<file path="config.mk">
export PLATFORM = sky130hd
export DESIGN_NAME = mfp_ahb_gpio_nbot
export DESIGN_NICKNAME = d
export VERILOG_FILES = /design/src/rtl/mfp_ahb_gpio_nbot.sv
export SDC_FILE = /design/constraint.sdc
export NUM_CORES = 1
export LEC_CHECK = 0
export ABC_AREA = 1
export BUFFER_PORTS_ARGS = -buffer_cell sky130_fd_sc_hd__buf_2
export CAP_MARGIN = 10
export CELL_PAD_IN_SITES_DETAIL_PLACEMENT = 1
export CELL_PAD_IN_SITES_GLOBAL_PLACEMENT = 1
export CORE_ASPECT_RATIO = 1.25
export CORE_UTILIZATION = 30
export DETAILED_ROUTE_END_ITERATION = 16
export PLACE_DENSITY_LB_ADDON = 0.1
export SYNTH_ARGS = -nofsm -noshare
export SYNTH_HDL_FRONTEND = slang
export SYNTH_SLANG_ARGS = --single-unit
</file>
<file path="constraint.sdc">
create_clock -name HCLK -period 1.35 [get_ports HCLK]
set_clock_uncertainty 0.15 [all_clocks]
set_input_delay 0.135 -clock HCLK [delete_from_list [all_inputs] [get_ports HCLK]]
set_output_delay 0.135 -clock HCLK [all_outputs]
set_load 0.1 [all_outputs]
</file>
<file path="src/rtl/mfp_ahb_gpio_nbot.sv">
// AHB-Lite GPIO slave for N_BOT Rojobot channels, with LEDs, keyboard, game control and hit inputs.
// Rising edges on bot-update and hit levels latch into W1C status flags that drive a maskable IRQ.
module mfp_ahb_gpio_nbot #(
    parameter int N_BOT  = 2,
    parameter int N_LED  = 16,
    parameter int KEYB_W = 16,
    parameter int N_HIT  = 4
) (
    input  logic                 HCLK,
    input  logic                 HRESETn,
    input  logic [3:0]           HADDR,
    input  logic [1:0]           HTRANS,
    input  logic [31:0]          HWDATA,
    input  logic                 HWRITE,
    input  logic                 HSEL,
    output logic [31:0]          HRDATA,
    output logic [N_LED-1:0]     IO_LED,
    input  logic [KEYB_W-1:0]    IO_keyb,
    output logic [15:0]          IO_GameCtrl,
    input  logic [N_HIT-1:0]     IO_HIT,
    input  logic [32*N_BOT-1:0]  IO_BotInfo,
    input  logic [N_BOT-1:0]     IO_BotUpdt_Sync,
    output logic [8*N_BOT-1:0]   IO_BotCtrl,
    output logic [N_BOT-1:0]     IO_INT_ACK,
    output logic                 IO_IRQ
);

    localparam int NS = N_BOT + N_HIT;
    localparam logic [1:0] HTRANS_IDLE = 2'b00;

    localparam logic [3:0] IDX_LED    = 4'd0;
    localparam logic [3:0] IDX_KEYB   = 4'd1;
    localparam logic [3:0] IDX_GAME   = 4'd2;
    localparam logic [3:0] IDX_STATUS = 4'd3;
    localparam logic [3:0] IDX_IRQEN  = 4'd4;
    localparam logic [3:0] IDX_RAW    = 4'd5;

    logic [3:0]    haddr_d;
    logic [1:0]    htrans_d;
    logic          hwrite_d;
    logic          hsel_d;
    logic          wr_en;
    logic          rd_en;
    logic          wr_status;
    logic [NS-1:0] status;
    logic [NS-1:0] irq_en;
    logic [NS-1:0] raw;
    logic [NS-1:0] raw_d;
    logic [NS-1:0] rise;
    logic [NS-1:0] clr;
    logic [31:0]   rd_mux;
    logic          unused_hwdata;

    assign unused_hwdata = ^HWDATA;

    always_ff @(posedge HCLK or negedge HRESETn) begin
        if (!HRESETn) begin
            haddr_d  <= '0;
            htrans_d <= HTRANS_IDLE;
            hwrite_d <= 1'b0;
            hsel_d   <= 1'b0;
        end else begin
            haddr_d  <= HADDR;
            htrans_d <= HTRANS;
            hwrite_d <= HWRITE;
            hsel_d   <= HSEL;
        end
    end

    assign wr_en     = hsel_d && hwrite_d && (htrans_d != HTRANS_IDLE);
    assign rd_en     = HSEL && !HWRITE && (HTRANS != HTRANS_IDLE);
    assign wr_status = wr_en && (haddr_d == IDX_STATUS);

    always_ff @(posedge HCLK or negedge HRESETn) begin
        if (!HRESETn) begin
            IO_LED      <= '0;
            IO_GameCtrl <= '0;
            irq_en      <= '0;
            IO_BotCtrl  <= '0;
        end else if (wr_en) begin
            case (haddr_d)
                IDX_LED:   IO_LED      <= HWDATA[N_LED-1:0];
                IDX_GAME:  IO_GameCtrl <= HWDATA[15:0];
                IDX_IRQEN: irq_en      <= HWDATA[NS-1:0];
                default: begin
                    for (int k = 0; k < N_BOT; k++) begin
                        if (haddr_d == 4'(8 + 2*k))
                            IO_BotCtrl[8*k +: 8] <= HWDATA[7:0];
                    end
                end
            endcase
        end
    end

    // Edge capture: delayed copy resets low so a level already high at release counts as an edge.
    assign raw  = {IO_HIT, IO_BotUpdt_Sync};
    assign rise = raw & ~raw_d;
    assign clr  = wr_status ? HWDATA[NS-1:0] : '0;

    always_ff @(posedge HCLK or negedge HRESETn) begin
        if (!HRESETn) begin
            raw_d      <= '0;
            status     <= '0;
            IO_INT_ACK <= '0;
            IO_IRQ     <= 1'b0;
        end else begin
            raw_d      <= raw;
            status     <= (status & ~clr) | rise;
            IO_INT_ACK <= wr_status ? HWDATA[N_BOT-1:0] : '0;
            IO_IRQ     <= |(status & irq_en);
        end
    end

    always_comb begin
        rd_mux = '0;
        case (HADDR)
            IDX_LED:    rd_mux[N_LED-1:0]  = IO_LED;
            IDX_KEYB:   rd_mux[KEYB_W-1:0] = IO_keyb;
            IDX_GAME:   rd_mux[15:0]       = IO_GameCtrl;
            IDX_STATUS: rd_mux[NS-1:0]     = status;
            IDX_IRQEN:  rd_mux[NS-1:0]     = irq_en;
            IDX_RAW:    rd_mux[NS-1:0]     = raw;
            default: begin
                for (int k = 0; k < N_BOT; k++) begin
                    if (HADDR == 4'(8 + 2*k))
                        rd_mux[7:0] = IO_BotCtrl[8*k +: 8];
                    else if (HADDR == 4'(9 + 2*k))
                        rd_mux = IO_BotInfo[32*k +: 32];
                end
            end
        endcase
    end

    // Read data is captured at the address-phase edge, so a read right after a write sees the old value.
    always_ff @(posedge HCLK or negedge HRESETn) begin
        if (!HRESETn)
            HRDATA <= '0;
        else if (rd_en)
            HRDATA <= rd_mux;
    end

endmodule
</file>
==> results of run 1 <==
[worst max-delay path by stage]
| stage | startpoint | to | slack (ns) | depth (start not counted) |
|---|---|---|---|---|
| after global routing | haddr_d[2] | IO_GameCtrl[14] | -0.23 | 6 |
| after CTS | haddr_d[2] | IO_GameCtrl[4] | -0.13 | 7 |
| after detailed placement | HADDR[0] | HRDATA[11] | -0.17 | 9 |
| final | hwrite_d | IO_BotCtrl[9] | -0.13 | 6 |
| after global placement | HWRITE | HRDATA[15] | -0.14 | 8 |
| after floorplan | IO_BotCtrl[7] | HRDATA[7] | -0.14 | 6 |
[where the power goes]
part | switching [mW] | internal, mW
sequential | 0.780 | 3.85
clock | 1.19 | 1.48
combinational | 4.46 | 2.55
[worst max-delay path: stages, from the launching register on]
cell                      delay, ns
sky130_fd_sc_hd__dfrtp_1       0.35
sky130_fd_sc_hd__nand2_2       0.09
sky130_fd_sc_hd__nor2_4        0.19
sky130_fd_sc_hd__nand4_1       0.23
sky130_fd_sc_hd__buf_6         0.22
sky130_fd_sc_hd__nand2_1       0.07
sky130_fd_sc_hd__o21ai_1       0.06
[what timing repair did]
item,CTS,global route
pin swaps,0,5
endpoints found under the setup margin,52,62
setup buffers,0,3
hold buffers,79,0
resized for setup,36,119
endpoints found under the hold margin,176,0
gates cloned,1,4
[cell type report]
cell class	instances	area, um2	area share (%)
repair buffers	338	3740	38.8
flip-flops and latches	109	2790	28.9
multi-input cells	466	2390	24.8
well taps	220	275	2.86
clock buffers	13	250	2.60
inverters	44	165	1.71
clock inverters	2	35.0	0.363
[state kept, by name (all words and copies together) (netlist names), 2 cells and up]
name and flops:
HRDATA 32, IO_BotCtrl 16, IO_GameCtrl 16, IO_INT_ACK 2, IO_LED 16, haddr_d 4, htrans_d 2, irq_en 6
raw_d 6, status 6
[metal layers]
metal	part of all wire, %	routed length [um]
met1	39	8620
met2	56	12400
met3	2.8	613
met4	2.9	653
met5	0	0
[through the flow]
step           std cells  worst slack [ns]
3_3_place_gp        1091            -0.138
3_5_place_dp        1091            -0.171
2_1_floorplan        648            -0.144
5_1_grt             1192            -0.230
4_1_cts             1186            -0.133
6_report            1192            -0.134
[cells by family (layout without fill, tap and decap cells)]
| group | Yosys count | in the layout | synth area share [%] |
|---|---|---|---|
| compound gates | 86 | 86 | 9.64 |
| buf+inv | 73 | 397 | 6.30 |
| flops | 109 | 109 | 53.2 |
| simple gates | 380 | 380 | 30.9 |
[cell usage in the layout, fill, tap and decap left out, types with 2 or more instances in the layout]
cell and count:
sky130_fd_sc_hd__buf_2 110, sky130_fd_sc_hd__nand2_1 187, sky130_fd_sc_hd__nand3_1 73, sky130_fd_sc_hd__dfrtp_2 47, sky130_fd_sc_hd__nand2_2 16, sky130_fd_sc_hd__buf_8 2
sky130_fd_sc_hd__inv_1 36, sky130_fd_sc_hd__o21ai_0 13, sky130_fd_sc_hd__a21oi_1 2, sky130_fd_sc_hd__nand3_2 2, sky130_fd_sc_hd__nor2_1 61, sky130_fd_sc_hd__nand2_4 14
sky130_fd_sc_hd__nor2_4 9, sky130_fd_sc_hd__a22o_1 16, sky130_fd_sc_hd__buf_4 44, sky130_fd_sc_hd__nor2_2 6, sky130_fd_sc_hd__buf_12 95, sky130_fd_sc_hd__clkbuf_16 11
sky130_fd_sc_hd__o21ai_1 32, sky130_fd_sc_hd__nand4_1 9, sky130_fd_sc_hd__dlygate4sd3_1 79, sky130_fd_sc_hd__buf_6 5, sky130_fd_sc_hd__o21ai_2 22, sky130_fd_sc_hd__dfrtp_1 62
sky130_fd_sc_hd__clkbuf_1 3, sky130_fd_sc_hd__inv_2 7
==> results.py, run 1 <==
metrics = {
    "worst_setup_path": {
        "worstSetupPathType": "flip-flop to flip-flop",
        "timing.rr.end": "IO_BotCtrl[9]",
        "worstReg2RegStart": "hwrite_d",
        "r2r_slack_ns": -0.13,
        "worst_r2r_path_depth": 6,
        "critical_path.startpoint_type": "flip-flop",
        "crit_fanout": 8,
        "cp.arrival_ns": 1.56,
        "required_ns": 1.43,
        "worstSetupEndpointType": "flip-flop",
    },
    "detailed_routing": {
        "first_pass_iters": 5,
        "remaining_drc_errors": 0,
        "antenna_violating_nets_post_route": 0,
        "routed-via-count": 5755,
        "drt_iter0_drc": 177,
        "detail_route.wl_per_cell_um": 18.7,
        "routed_wl_um": 22300,
        "viasPerCell": 4.83,
    },
    "yosys": {
        "synth.top_cell.area_share_pct": 53.2,
        "synthesis.area_mm2": 0.00513,
        "ys_warn_count": 0,
        "netlist-cell-type-count": 22,
        "synth_cells": 648,
        "biggest_area_consumer_among_synthesized_cells": "sky130_fd_sc_hd__dfrtp_1",
        "synth.net_count": 776,
        "yosysSeqAreaShare_pct": 53.2,
        "synth.cells.most_frequent": "217 x sky130_fd_sc_hd__nand2_1, 109 x sky130_fd_sc_hd__dfrtp_1, 76 x sky130_fd_sc_hd__nand3_1, 68 x sky130_fd_sc_hd__nor2_1, 67 x sky130_fd_sc_hd__o21ai_0",
        "synth_area_per_cell_um2": 7.91,
        "postSynth.topFlopCell": "sky130_fd_sc_hd__dfrtp_1",
        "synth_seq_cells": 109,
        "synthArstFlopShare_pct": 100,
        "synthMostInstantiatedCell": "sky130_fd_sc_hd__nand2_1",
        "post_synth_main_area_contributors": "sky130_fd_sc_hd__dfrtp_1 53%, sky130_fd_sc_hd__nand2_1 16%, sky130_fd_sc_hd__nand3_1 7.4%, sky130_fd_sc_hd__o21ai_0 6.5%, sky130_fd_sc_hd__nor2_1 5.0%",
        "synth_enable_flop_cells": 0,
    },
    "timing": {
        "fin_crit_ns": 1.48,
        "slew_viol_final": 0,
        "final-setup-viol-count": 62,
        "worst_slew_margin_rel_pct": 69.1,
        "finalHoldViolCount": 0,
        "setup_total_negative_slack_ns": -5.67,
        "final_worst_path_period_share_pct": 110,
        "rsz_0062_raised_after_global_routing": "yes",
        "holdWs_ns": 0.00422,
        "max_clock_freq_mhz": 674,
        "max_slew.worst_pin.slew_ns": 0.463,
        "setup_ws_ns": -0.134,
    },
    "power_and_ir_drop": {
        "static-leakage-power_nw": 4.64,
        "report.power.total_mw": 14.3,
        "worst_ir_drop_vdd_mv": 0.924,
        "power_per_cell_area_mw_per_mm2": 1490,
    },
    "placement": {
        "place_hpwl_um": 15200,
        "gpl_wtd_cong": 0.865,
        "portBuffers": 194,
        "placed_cell_area_mm2": 0.00811,
    },
    "grt": {
        "grt_pass1_wl_um": 33900,
        "grt_usage_pct": 25.2,
        "antenna_found_initial": 0,
        "met3_usage_pct": 2.34,
        "pin_count_of_the_biggest_net_entering_global_routing": 33,
        "globalRouteOverflowTotal": 0,
        "grt_pass1_vias": 6309,
        "grt_busiest_layer": "met2",
        "grt.met2_usage_pct": 49.6,
        "globalRouteMet1Util_pct": 27.6,
    },
    "layout": {
        "num_antenna_cells": 0,
        "drive_above_1_share_pct": 40.8,
        "nets": 1096,
        "fillers": 1871,
        "synthToLayoutAreaGrowth_pct": 88.0,
        "post-route-cell-area_mm2": 0.00964,
        "final_util_pct": 57.5,
    },
    "run": {
        "maxCapViolCount": 0,
    },
    "min_path": {
        "worst_hold_class": "primary input to flip-flop",
        "hp-start": "IO_keyb[14]",
        "min_to": "HRDATA[14]",
        "min_path_cells": 5,
    },
    "floorplan": {
        "num_rows": 53,
        "initial_utilization_pct": 30.6,
        "die_area_mm2": 0.0176,
        "dieHeight_um": 148,
        "width_of_the_die_um": 119,
        "fp.coreArea_mm2": 0.0168,
        "top_level_port_count": 211,
    },
    "clock_tree": {
        "tritoncts_clock_tree": "built",
        "numClockSinks": 109,
        "cts.htree.levels": 3,
        "cts_root_buf": "sky130_fd_sc_hd__clkbuf_16",
        "cts_buffers": 9,
        "clk_path_buf_depth": 2,
        "clock_slew_at_reported_path_ffs_ns": 0.07,
        "worst_skew_pair.late_latency_ns": 0.35,
    },
    "run_status": {
        "run_status": "complete, but fails checks",
        "violations": "setup timing",
    },
}
No activity file was read; power rests on OpenSTA's default activity.
==> inputs of run 2 (changes only) <==
--- a/config.mk
+++ b/config.mk
@@ -5,7 +5,6 @@
 export SDC_FILE = /design/constraint.sdc
 export NUM_CORES = 1
 export LEC_CHECK = 0
-export ABC_AREA = 1
 export BUFFER_PORTS_ARGS = -buffer_cell sky130_fd_sc_hd__buf_2
 export CAP_MARGIN = 10
 export CELL_PAD_IN_SITES_DETAIL_PLACEMENT = 1
==> results.py, run 2 <==
metrics = {
    "detailed_routing": {
        "drt_iter0_drc": 228,
        "routed-via-count": 4966,
        "detail_route.wl_per_cell_um": 21.1,
        "remaining_drc_errors": 0,
        "first_pass_iters": 6,
        "viasPerCell": 5.00,
        "antenna_violating_nets_post_route": 0,
        "routed_wl_um": 21000,
    },
    "floorplan": {
        "fp.coreArea_mm2": 0.0167,
        "dieHeight_um": 148,
        "die_area_mm2": 0.0176,
        "initial_utilization_pct": 30.6,
        "num_rows": 53,
        "top_level_port_count": 211,
        "width_of_the_die_um": 119,
    },
    "timing": {
        "fin_crit_ns": 1.90,
        "worst_slew_margin_rel_pct": 71.7,
        "max_clock_freq_mhz": 525,
        "holdWs_ns": 0.0195,
        "final_worst_path_period_share_pct": 141,
        "max_slew.worst_pin.slew_ns": 0.421,
        "rsz_0062_raised_after_global_routing": "yes",
        "setup_total_negative_slack_ns": -29.55,
        "finalHoldViolCount": 0,
        "slew_viol_final": 0,
        "setup_ws_ns": -0.554,
        "final-setup-viol-count": 81,
    },
    "yosys": {
        "synth.top_cell.area_share_pct": 53.4,
        "synth_compound_gate_area_share_pct": 14.8,
        "ys_warn_count": 0,
        "synth_xor_area_share_pct": 0,
        "synth_enable_flop_cells": 0,
        "biggest_area_consumer_among_synthesized_cells": "sky130_fd_sc_hd__dfrtp_1",
        "yosys.area_share.adder_pct": 0,
        "synthMostInstantiatedCell": "sky130_fd_sc_hd__dfrtp_1",
        "synthesis.area_mm2": 0.00511,
        "netlist-cell-type-count": 53,
        "yosys.area_share.simple_pct": 10.2,
        "synth_seq_cells": 109,
        "synth.cells.most_frequent": "109 x sky130_fd_sc_hd__dfrtp_1, 62 x sky130_fd_sc_hd__mux2_2, 30 x sky130_fd_sc_hd__nand2_1, 23 x sky130_fd_sc_hd__o21ai_0, 20 x sky130_fd_sc_hd__a22oi_1",
        "mux_cell_area_share_after_synthesis_pct": 17.6,
        "synth.net_count": 549,
        "synth_area_per_cell_um2": 12.1,
        "yosysSeqAreaShare_pct": 53.4,
        "post_synth_main_area_contributors": "sky130_fd_sc_hd__dfrtp_1 53%, sky130_fd_sc_hd__mux2_2 14%, sky130_fd_sc_hd__a22oi_1 2.9%, sky130_fd_sc_hd__o21ai_0 2.3%, sky130_fd_sc_hd__nand2_1 2.2%",
        "postSynth.topFlopCell": "sky130_fd_sc_hd__dfrtp_1",
        "synth_cells": 421,
        "synthArstFlopShare_pct": 100,
        "synth_top_family_by_area": "multiplexers",
    },
    "clock_tree": {
        "cts_buffers": 9,
        "tritoncts_clock_tree": "built",
        "cts_root_buf": "sky130_fd_sc_hd__clkbuf_16",
        "clk_path_buf_depth": 2,
        "worst_skew_pair.late_latency_ns": 0.36,
        "cts.htree.levels": 3,
        "clock_slew_at_reported_path_ffs_ns": 0.07,
        "numClockSinks": 109,
    },
    "placement": {
        "placed_cell_area_mm2": 0.00839,
        "portBuffers": 194,
        "dpl.cell_count": 892,
        "place_hpwl_um": 14100,
        "gpl_wtd_cong": 0.847,
    },
    "grt": {
        "antenna_found_initial": 0,
        "grt_usage_pct": 24.6,
        "grt_pass1_vias": 5772,
        "pin_count_of_the_biggest_net_entering_global_routing": 48,
        "globalRouteOverflowTotal": 0,
        "grt_pass1_wl_um": 32600,
    },
    "layout": {
        "nets": 896,
        "largest_register_ff_count": 32,
        "fillers": 1709,
        "drive_above_1_share_pct": 57.2,
        "mostFrequentLayoutCell": "sky130_fd_sc_hd__buf_2",
        "num_antenna_cells": 0,
        "synthToLayoutAreaGrowth_pct": 93.4,
        "mostFrequentLayoutCells": "108 x sky130_fd_sc_hd__buf_2, 93 x sky130_fd_sc_hd__buf_12, 75 x sky130_fd_sc_hd__dfrtp_1",
        "number_of_standard_cells_in_the_layout_taps_in_and_fillers_out": 993,
        "top_register": "HRDATA",
        "post-route-cell-area_mm2": 0.00988,
    },
    "worst_setup_path": {
        "cp.arrival_ns": 2.00,
        "worstSetupEndpointType": "flip-flop",
        "cp_max_stage_delay_ns": 0.43,
        "cp_cell_sequence": "or3_4 > nor3b_4 > buf_12 > mux2_2",
        "worstSetupPathType": "flip-flop to flip-flop",
        "worst_path_bufs_invs": 1,
        "required_ns": 1.45,
        "critical_path.startpoint_type": "flip-flop",
        "crit_fanout": 16,
        "crit_path_max_delay_cell_type": "sky130_fd_sc_hd__or3_4",
        "critPathTopFamily": "simple AND/OR/NAND/NOR gates",
    },
    "run": {
        "maxCapViolCount": 0,
    },
    "run_status": {
        "violations": "setup timing",
        "run_status": "complete, but fails checks",
    },
    "min_path": {
        "worst_hold_class": "primary input to asynchronous set/reset pin",
    },
    "power_and_ir_drop": {
        "static-leakage-power_nw": 4.42,
        "power_per_cell_area_mw_per_mm2": 1320,
        "worst_ir_drop_vdd_mv": 0.916,
    },
}
-- run 2: path summary, 6_finish.rpt --
path,endpoint,depth (start not counted),slack [ns],start
hold / removal,HRDATA[29],2,0.02,HRESETn
setup / recovery,IO_GameCtrl[11],4,-0.55,haddr_d[3]
max in group asynchronous,IO_LED[1],3,0.48,HRESETn
min in group HCLK,haddr_d[2],2,0.03,HADDR[2]
setup reg to reg,IO_GameCtrl[11],4,-0.55,haddr_d[3]
hold reg to reg,status[1],1,0.31,raw_d[1]
-- run 2: what timing repair did --
| action | in CTS | in global routing |
|---|---|---|
| hold buffers | 75 | 0 |
| endpoints found under the hold margin | 205 | 0 |
| gates cloned | 1 | 0 |
| setup endpoints to repair | 98 | 117 |
| pin swaps | 18 | 15 |
| setup buffers | 8 | 14 |
| gates resized for setup | 61 | 50 |
-- run 2: cells by family (layout without fill, tap and decap cells) --
| kind of cell | Yosys count | in the layout |
|---|---|---|
| AOI/OAI and AO/OA | 107 | 107 |
| buffers and inverters | 39 | 391 |
| DFF | 109 | 109 |
| muxes | 77 | 77 |
| and+or+nand+nor | 89 | 89 |
-- run 2: layout make-up --
class / instances / area (um2) / area share, %
inverter: 12 / 45.0 / 0.456
timing repair buffer: 363 / 3930 / 39.8
sequential: 109 / 2800 / 28.3
tap: 220 / 275 / 2.79
clock buffer: 12 / 236 / 2.39
multi-input combinational: 273 / 2540 / 25.7
clock inverter: 4 / 50.0 / 0.507
-- run 2: per-stage QoR --
step / total power [mW] / util [%] / setup WS, ns
6_report: 13.1 / 59.1 / -0.554
2_1_floorplan: 7.36 / - / -0.557
3_3_place_gp: 9.89 / 50.2 / -0.530
5_1_grt: 13.5 / 59.1 / -0.611
3_5_place_dp: 9.97 / 50.2 / -0.575
4_1_cts: 13.0 / 58.0 / -0.562
-- run 2: where the power goes --
part	switching, mW	internal (mW)
combinational	3.60	2.59
clock	1.24	1.44
sequential	0.472	3.72
total	5.31	7.75
-- run 2: metal layers --
layer,global-route usage (%),share of wire [%],vias up
met5,0,0,-
met4,9.11,2.4,0
met3,4.67,4.7,28
met2,45.6,54,173
met1,27.7,39,2497
li1,-,-,2268
==> inputs of run 3 (changes only) <==
--- a/config.mk
+++ b/config.mk
@@ -12,6 +12,7 @@
 export CORE_ASPECT_RATIO = 1.25
 export CORE_UTILIZATION = 30
 export DETAILED_ROUTE_END_ITERATION = 16
+export GPL_TIMING_DRIVEN = 0
 export PLACE_DENSITY_LB_ADDON = 0.1
 export SYNTH_ARGS = -nofsm -noshare
 export SYNTH_HDL_FRONTEND = slang
==> results.py, run 3 (same netlist as run 2, synthesis figures left out) <==
metrics = {
    "layout": {
        "mostFrequentLayoutCells": "110 x sky130_fd_sc_hd__buf_2, 79 x sky130_fd_sc_hd__dlygate4sd3_1, 77 x sky130_fd_sc_hd__dfrtp_1",
        "largest_register_ff_count": 32,
        "final_util_pct": 52.8,
        "num_antenna_cells": 0,
        "drive_above_1_share_pct": 54.4,
        "synthToLayoutAreaGrowth_pct": 72.8,
        "fillers": 1760,
        "nets": 869,
        "top_register": "HRDATA",
        "mostFrequentLayoutCell": "sky130_fd_sc_hd__buf_2",
    },
    "worst_setup_path": {
        "worstSetupPathType": "flip-flop to flip-flop",
        "cp.arrival_ns": 2.06,
        "required_ns": 1.45,
        "worstSetupStartpoint": "htrans_d[0]",
        "worst_r2r_path_depth": 6,
        "critical_path.startpoint_type": "flip-flop",
        "cp_max_stage_delay_ns": 0.40,
        "crit_path_max_delay_cell_type": "sky130_fd_sc_hd__dfrtp_1",
        "worstSetupEndpointType": "flip-flop",
        "worstReg2RegStart": "htrans_d[0]",
        "r2r_slack_ns": -0.61,
        "crit_fanout": 10,
        "cp_cell_sequence": "o211ai_4 > or3_4 > nor3b_4 > buf_6 > buf_12 > mux2_2",
    },
    "min_path": {
        "min_path_cells": 3,
        "worst_hold_class": "primary input to flip-flop",
        "hp-start": "IO_BotInfo[13]",
    },
    "grt": {
        "antenna_found_initial": 2,
        "grt_usage_pct": 23.1,
        "grt_pass1_wl_um": 30600,
        "grt_pass1_vias": 5295,
        "globalRouteOverflowTotal": 0,
        "pin_count_of_the_biggest_net_entering_global_routing": 82,
    },
    "clock_tree": {
        "cts_root_buf": "sky130_fd_sc_hd__clkbuf_16",
        "cts.htree.levels": 3,
        "clk_path_buf_depth": 2,
        "numClockSinks": 109,
        "clock_slew_at_reported_path_ffs_ns": 0.08,
        "tritoncts_clock_tree": "built",
        "cts_buffers": 9,
        "worst_skew_pair.late_latency_ns": 0.36,
    },
    "detailed_routing": {
        "routed_wl_um": 20300,
        "remaining_drc_errors": 0,
        "routed-via-count": 4837,
        "viasPerCell": 5.01,
        "first_pass_iters": 5,
        "drt_iter0_drc": 279,
        "detail_route.wl_per_cell_um": 21.0,
        "antenna_violating_nets_post_route": 0,
    },
    "floorplan": {
        "die_area_mm2": 0.0176,
        "initial_utilization_pct": 30.6,
        "dieHeight_um": 148,
        "width_of_the_die_um": 119,
        "fp.coreArea_mm2": 0.0167,
        "top_level_port_count": 211,
        "num_rows": 53,
    },
    "timing": {
        "setup_ws_ns": -0.607,
        "fin_crit_ns": 1.96,
        "rsz_0062_raised_after_global_routing": "yes",
        "worst_slew_margin_rel_pct": 55.2,
        "final_worst_path_period_share_pct": 145,
        "max_slew.worst_pin.slew_ns": 0.672,
        "finalHoldViolCount": 0,
        "final-setup-viol-count": 79,
        "slew_viol_final": 0,
        "max_clock_freq_mhz": 511,
    },
    "power_and_ir_drop": {
        "worst_ir_drop_vdd_mv": 0.800,
        "static-leakage-power_nw": 4.02,
        "power_per_cell_area_mw_per_mm2": 1350,
        "report.power.total_mw": 11.9,
    },
    "placement": {
        "gpl_wtd_cong": 0.798,
        "place_hpwl_um": 13400,
        "portBuffers": 194,
    },
    "run_status": {
        "violations": "setup timing",
        "run_status": "complete, but fails checks",
    },
    "run": {
        "maxCapViolCount": 0,
    },
}
[run 3: timing repair]
action                     4_1_cts  5_1_grt
hold buffers                    79        0
buffers inserted                19       17
hold endpoints to repair       210        0
pin swaps                       13        9
resized for setup              188       71
gates cloned                     1        0
setup endpoints to repair      177      104
[run 3: per-layer routing]
layer / part of all wire [%] / routed length [um] / vias up / track usage (%)
met3: 4.4 / 893 / 29 / 3.51
met2: 52 / 10500 / 159 / 41.6
li1: - / - / 2211 / -
met4: 2.2 / 447 / 4 / 8.73
met1: 42 / 8450 / 2434 / 27.6
met5: 0.11 / 23 / - / 0
[run 3: final timing paths]
path                                   to
hold reg to reg                 status[1]
hold / removal                 HRDATA[13]
min in group asynchronous      HRDATA[29]
setup / recovery           IO_GameCtrl[8]
max in group asynchronous   IO_BotCtrl[7]
setup reg to reg           IO_GameCtrl[8]
[run 3: cell type report]
| class | instances | area [um2] | share of cell area [%] |
|---|---|---|---|
| sequential | 109 | 2790 | 31.6 |
| timing repair buffer | 310 | 2650 | 30.0 |
| multi-input combinational | 273 | 2550 | 28.8 |
| tap | 220 | 275 | 3.12 |
| buffer | 26 | 236 | 2.68 |
| clock buffer | 9 | 225 | 2.55 |
| clock inverter | 7 | 52.6 | 0.595 |
| inverter | 12 | 47.5 | 0.539 |
[run 3: where the power goes]
| group | switching [mW] | internal [mW] | total (mW) |
|---|---|---|---|
| registers | 0.392 | 3.72 | 4.11 |
| logic | 3.48 | 1.73 | 5.22 |
| clock network | 1.31 | 1.26 | 2.57 |
| total | 5.18 | 6.71 | 11.9 |
[run 3: through the flow]
stage          hold slack, ns  area, um2  TNS, ns  setup slack [ns]  std cells
2_1_floorplan          -0.311       5310   -32.94            -0.557        421
3_3_place_gp            0.108       6550  -234.52             -1.78        835
3_5_place_dp           -0.114       6590   -75.20             -1.04        836
4_1_cts               0.00240       8430   -35.52            -0.662        950
5_1_grt                0.0200       8830   -36.95            -0.655        966
6_report               0.0172       8830   -33.36            -0.607        966
[run 3: worst max-delay path, delay by kind of cell, from the launching register on]
family | cells | cell delay (ns)
buf+inv | 2 | 0.28
compound gates | 1 | 0.10
mux | 1 | 0.34
flops | 1 | 0.40
simple gates | 2 | 0.58
